**config.mk**
```make
export PLATFORM = sky130hd
export DESIGN_NAME = stream_burst_reader
export DESIGN_NICKNAME = d
export VERILOG_FILES = /design/src/rtl/stream_pkg.sv /design/src/rtl/stream_burst_reader.sv
export SDC_FILE = /design/constraint.sdc
export NUM_CORES = 1
export LEC_CHECK = 0
export CAP_MARGIN = 10
export CORE_MARGIN = 2
export CORE_UTILIZATION = 30
export DETAILED_ROUTE_END_ITERATION = 12
export DONT_BUFFER_PORTS = 1
export GPL_TIMING_DRIVEN = 0
export PLACE_DENSITY = 0.49
export SLEW_MARGIN = 0
export SYNTH_ARGS = -nofsm -noshare
export SYNTH_HDL_FRONTEND = slang
export SYNTH_SLANG_ARGS = --single-unit
```
**constraint.sdc**
```tcl
create_clock -name clk -period 4.35 [get_ports clk]
set_clock_uncertainty 0.05 [all_clocks]
set_input_delay 0.87 -clock clk [delete_from_list [all_inputs] [get_ports clk]]
set_output_delay 0.87 -clock clk [all_outputs]
set_load 0.03 [all_outputs]
```
**src/rtl/stream_pkg.sv**
```systemverilog
// Shared types and helpers for the stream FIFO companion blocks.
package stream_pkg;

    typedef enum logic [1:0] {
        S_IDLE = 2'd0,
        S_REQ  = 2'd1,
        S_XFER = 2'd2
    } state_e;

    // Ceiling log2 for sizing counters at elaboration time.
    function automatic int clog2(input int v);
        int r;
        r = 0;
        for (int i = 0; i < 31; i++) begin
            if ((1 << r) < v) r = r + 1;
        end
        return r;
    endfunction

endpackage

```
**src/rtl/stream_burst_reader.sv**
```systemverilog
// Drains a FWFT stream FIFO into a burst sink: request with a length, wait
// for ack, then stream exactly that many beats with last on the final one.
module stream_burst_reader
    import stream_pkg::*;
#(
    parameter int DW      = 32,
    parameter int LW      = 10,
    parameter int BURST   = 16,
    parameter int TIMEOUT = 1024
) (
    input  logic          clk,
    input  logic          rst,
    input  logic [LW-1:0] level_i,
    input  logic          flush_i,
    input  logic [DW-1:0] s_data_i,
    input  logic          s_valid_i,
    output logic          s_ready_o,
    output logic          burst_req_o,
    output logic [LW-1:0] burst_len_o,
    input  logic          burst_ack_i,
    output logic [DW-1:0] m_data_o,
    output logic          m_valid_o,
    output logic          m_last_o,
    input  logic          m_ready_i
);

    localparam int TW = (TIMEOUT > 1) ? clog2(TIMEOUT) : 1;

    if (BURST < 1 || BURST > (1 << LW) - 1) begin : g_bad_burst
        $error("stream_burst_reader: BURST must be in 1..2^LW-1");
    end

    state_e        state_q, state_d;
    logic [LW-1:0] len_q, len_d;
    logic [LW-1:0] beat_q, beat_d;
    logic [TW-1:0] tmo_q, tmo_d;

    logic full, partial, tmo_max, tmo_hit, in_xfer, beat_xfer;

    assign full      = level_i >= LW'(BURST);
    assign partial   = (level_i != '0) && !full;
    assign tmo_max   = tmo_q == TW'(TIMEOUT - 1);
    // TIMEOUT==0 disables forcing; the counter then just parks harmlessly.
    assign tmo_hit   = (TIMEOUT != 0) && tmo_max;
    assign in_xfer   = state_q == S_XFER;
    assign beat_xfer = m_valid_o && m_ready_i;

    always_comb begin
        state_d = state_q;
        len_d   = len_q;
        beat_d  = beat_q;
        tmo_d   = tmo_q;
        case (state_q)
            S_IDLE: begin
                if (full) begin
                    len_d   = LW'(BURST);
                    state_d = S_REQ;
                    tmo_d   = '0;
                end else if (partial && (flush_i || tmo_hit)) begin
                    len_d   = level_i;
                    state_d = S_REQ;
                    tmo_d   = '0;
                end else if (!partial) begin
                    tmo_d   = '0;
                end else if (!tmo_max) begin
                    tmo_d   = tmo_q + 1'b1;
                end
            end
            S_REQ: begin
                if (burst_ack_i) begin
                    state_d = S_XFER;
                    beat_d  = len_q - 1'b1;
                end
            end
            S_XFER: begin
                if (beat_xfer) begin
                    if (beat_q == '0) state_d = S_IDLE;
                    else              beat_d  = beat_q - 1'b1;
                end
            end
            default: state_d = S_IDLE;
        endcase
    end

    always_ff @(posedge clk or posedge rst) begin
        if (rst) begin
            state_q <= S_IDLE;
            len_q   <= '0;
            beat_q  <= '0;
            tmo_q   <= '0;
        end else begin
            state_q <= state_d;
            len_q   <= len_d;
            beat_q  <= beat_d;
            tmo_q   <= tmo_d;
        end
    end

    // Data path is a straight pass-through while a burst is open.
    assign m_valid_o   = in_xfer && s_valid_i;
    assign s_ready_o   = in_xfer && m_ready_i;
    assign m_data_o    = in_xfer ? s_data_i : '0;
    assign m_last_o    = m_valid_o && (beat_q == '0);
    assign burst_req_o = state_q == S_REQ;
    assign burst_len_o = len_q;

endmodule

```
==> impl_results.md <==
- Synth warn: 0
- CTS tree: yes
- Vias/cell: about 5.4
- Slew Limit Fails: 0
- RSZ-0062 raised after global routing: no
- Routability cong.: between 0.7 and 0.8
- Yosys top cell by area: dfrtp_1
- Initial DRC count: approximately 110
- Post-Syn Nets: 298
- Slew @ Worst Pin: approximately 720 ps
- CTS Hold Bufs: 0
- Row count: 30
- Antenna cells: 0
- Slew HR: ~52%
- Total grt overflow: 0
- Post-CTS setup repair buffer count: 0
- Starting Density: roughly a third
- Area share of the largest cell type after synthesis: a little under two fifths
- CP Data Required Time: 3430 ps
- Clock buffer depth: 2
- Vias in the first global route: around 1,800
- FFs w/ async S/R, synth: 100%
- Core Box Area: approximately 0.007 sq mm
- Die Ht: roughly 88 um
- Pwr per Cell Area: 615 mW/mm^2
- Final Instance Count excl. Fillers: 353
- Setup Total Neg Slack: 0 ps
- Post_cts resized: 0
- Clk slew on worst S/H paths: 80 ps
- Post-synth design cell area: around 0.0021 sq mm
- Worst EP arrival: 2600 ps
- Antenna Violating Nets Remaining: 0
- Post-Syn Area per Cell: roughly 8.6 sq um
- WL per Instance: 16.7 um
- Synth-to-Final Area Change: 11.9%
- Startpoint Class: flop
- Vias: between 1,500 and 2,000
- Largest net degree at the start of global routing: 20
- Final Cycle Share: around four fifths
- Root Buffer: clkbuf_8
- Port Buf Inserts: 0
- Worst Setup End Kind: output port
- Leakage Power: between 0.0009 and 0.001 uW
- Final wirelength: 5890 um
- Setup Viol. Count Final: 0
- Placed Cells: approximately 350
- Count of cell types in the netlist: 45
- Initial antenna violation count: 0
- Fin nets: between 300 and 400
- IR drop worst, VDD: about 0.15 mV
- Worst Setup Path Type: reg2out
- Die area: about 0.0078 sq mm
- Final hold viol count: 0
- All-Layer GR Usage: between 10% and 20%
- Fraction of layout cells with a size suffix above 1: under 10%
- Worst-Skew Late Latency: 290 ps
- DRC Markers: 0
- Die W: slightly below 90 um
- Hold Slack: 438 ps
- Fillers: about 710
- Min Tclk post-route: between 3000 and 4000 ps
- Max-cap violations: 0
- Clock sink count: 32
- Ys flop type: dfrtp_1
- First-pass GRT wire length: ~9500 um
- Seq/Total Area, Yosys: 37.4%
- Synth top area cells: dfrtp_1, and2_1, mux2i_1
- H-Tree Depth: 2
- Status: finished clean
- Yosys reg bits: 32
- Hold Crit Class: reg2reg
- FMAX: between 200 and 300 MHz
- Post-synth EDFFs: 0
- Pre-antenna DRT Iters: 4
- Dpl hpwl: about 4400 um
- CP max FO: 10
- Cts bufs inserted: 5
- Io pins: 94
- Cells after Synth: roughly 250
- Tot Pwr: 1470 uW
[final cells by class]
type                            instances  area [sq um]  area share (%)
Multi-Input combinational cell        199          1270            52.8
Sequential cell                        32           801            33.4
Tap cell                               96           120            5.01
Clock buffer                            6          72.6            3.03
Buffer                                 10          47.5            1.98
Clock inverter                          2          35.0            1.46
Timing Repair Buffer                    1          27.5            1.15
Inverter                                7          26.3            1.10
[cell families (layout without fill, tap and decap cells)]
group	count (synthesis)	count (layout)	share of synthesized area (%)
multiplexers	12	12	5.96
flip-flops	32	32	37.4
buffers and inverters	17	26	3.45
XOR/XNOR	1	1	0.409
AND/OR/NAND/NOR	127	127	32.8
AO/OA/AOI/OAI	57	57	18.8
adder cells (fa/ha/maj)	2	2	1.17
[power by group]
group / leakage (uW) / switching [uW] / internal (uW)
logic: 0.000502 / 491 / 241
registers: 0.000413 / 91.1 / 359
clock network: 0.0000552 / 120 / 170
total: 0.000970 / 703 / 770
[cell usage after synthesis (2+ instances only)]
cell type and instances:
or4_1 2, o211ai_1 2, o21ai_0 18, buf_2 2
clkbuf_1 7, dfrtp_1 32, a31oi_1 2, nand2_1 23
nor3_1 8, nor4_1 3, nand3b_1 2, a22o_1 5
o31ai_1 6, nor2b_1 2, nand4_1 5, ha_1 2
or3_1 5, inv_1 7, and2_1 40, nand3_1 7
o41ai_1 2, nor2_1 17, mux2i_1 9, a211oi_1 4
nand2b_1 2, a21o_1 2, a21oi_1 10, nor3b_1 4
mux2_2 2
[placed cells by master, fill, tap and decap left out, drive strengths merged, types with 3 or more instances in the layout]
master / synthesis / routed
nand4: 5 / 5
a211oi: 4 / 4
nor4: 4 / 4
nand2: 23 / 23
or3: 6 / 6
a21oi: 10 / 10
mux2i: 9 / 9
buf: 3 / 4
mux2: 3 / 3
nor3: 8 / 8
nand3: 7 / 7
inv: 7 / 7
nor2: 17 / 17
a22o: 5 / 5
and2: 40 / 40
dfrtp: 32 / 32
o31ai: 7 / 7
o21ai: 18 / 18
nor3b: 4 / 4
clkbuf: 7 / 13
[routing by layer]
| metal | GRT usage [%] | routed length (um) | part of all wire (%) |
|---|---|---|---|
| met4 | 4.55 | 70 | 1.2 |
| met3 | 4.29 | 352 | 6.0 |
| met2 | 26.0 | 2810 | 48 |
| met1 | 20.8 | 2660 | 45 |
| met5 | 0 | 0 | 0 |
[registers in the layout, summed over array words and instances (netlist names)]
signal,count
state_q,2
burst_len_o,10
beat_q,10
tmo_q,10
[final timing paths]
kind,end,startpoint,cells past startpoint,slack [ps]
max in group asynchronous,state_q[0],rst,2,3160
min in group asynchronous,tmo_q[8],rst,1,530
max reg2reg,beat_q[8],state_q[0],9,1840
min,tmo_q[9],tmo_q[9],1,440
min reg2reg,tmo_q[9],tmo_q[9],1,440
max,m_data_o[17],state_q[1],5,830
[critical path, cell delays in order (launching register included)]
cell      delay, ps
dfrtp_1         450
nor2b_1         470
buf_2           350
clkbuf_1        400
clkbuf_1        280
and2_1          360
[stage by stage]
stage               setup WS [ps]  util [%]  instance area, sq um
floorplan                    1650         -                  2140
global placement             1180      33.1                  2260
detailed placement           1120      33.5                  2290
CTS                           807      35.1                  2400
global route                  612      35.1                  2400
finish                        831      35.1                  2400
No activity file was read; power rests on OpenSTA's default activity.
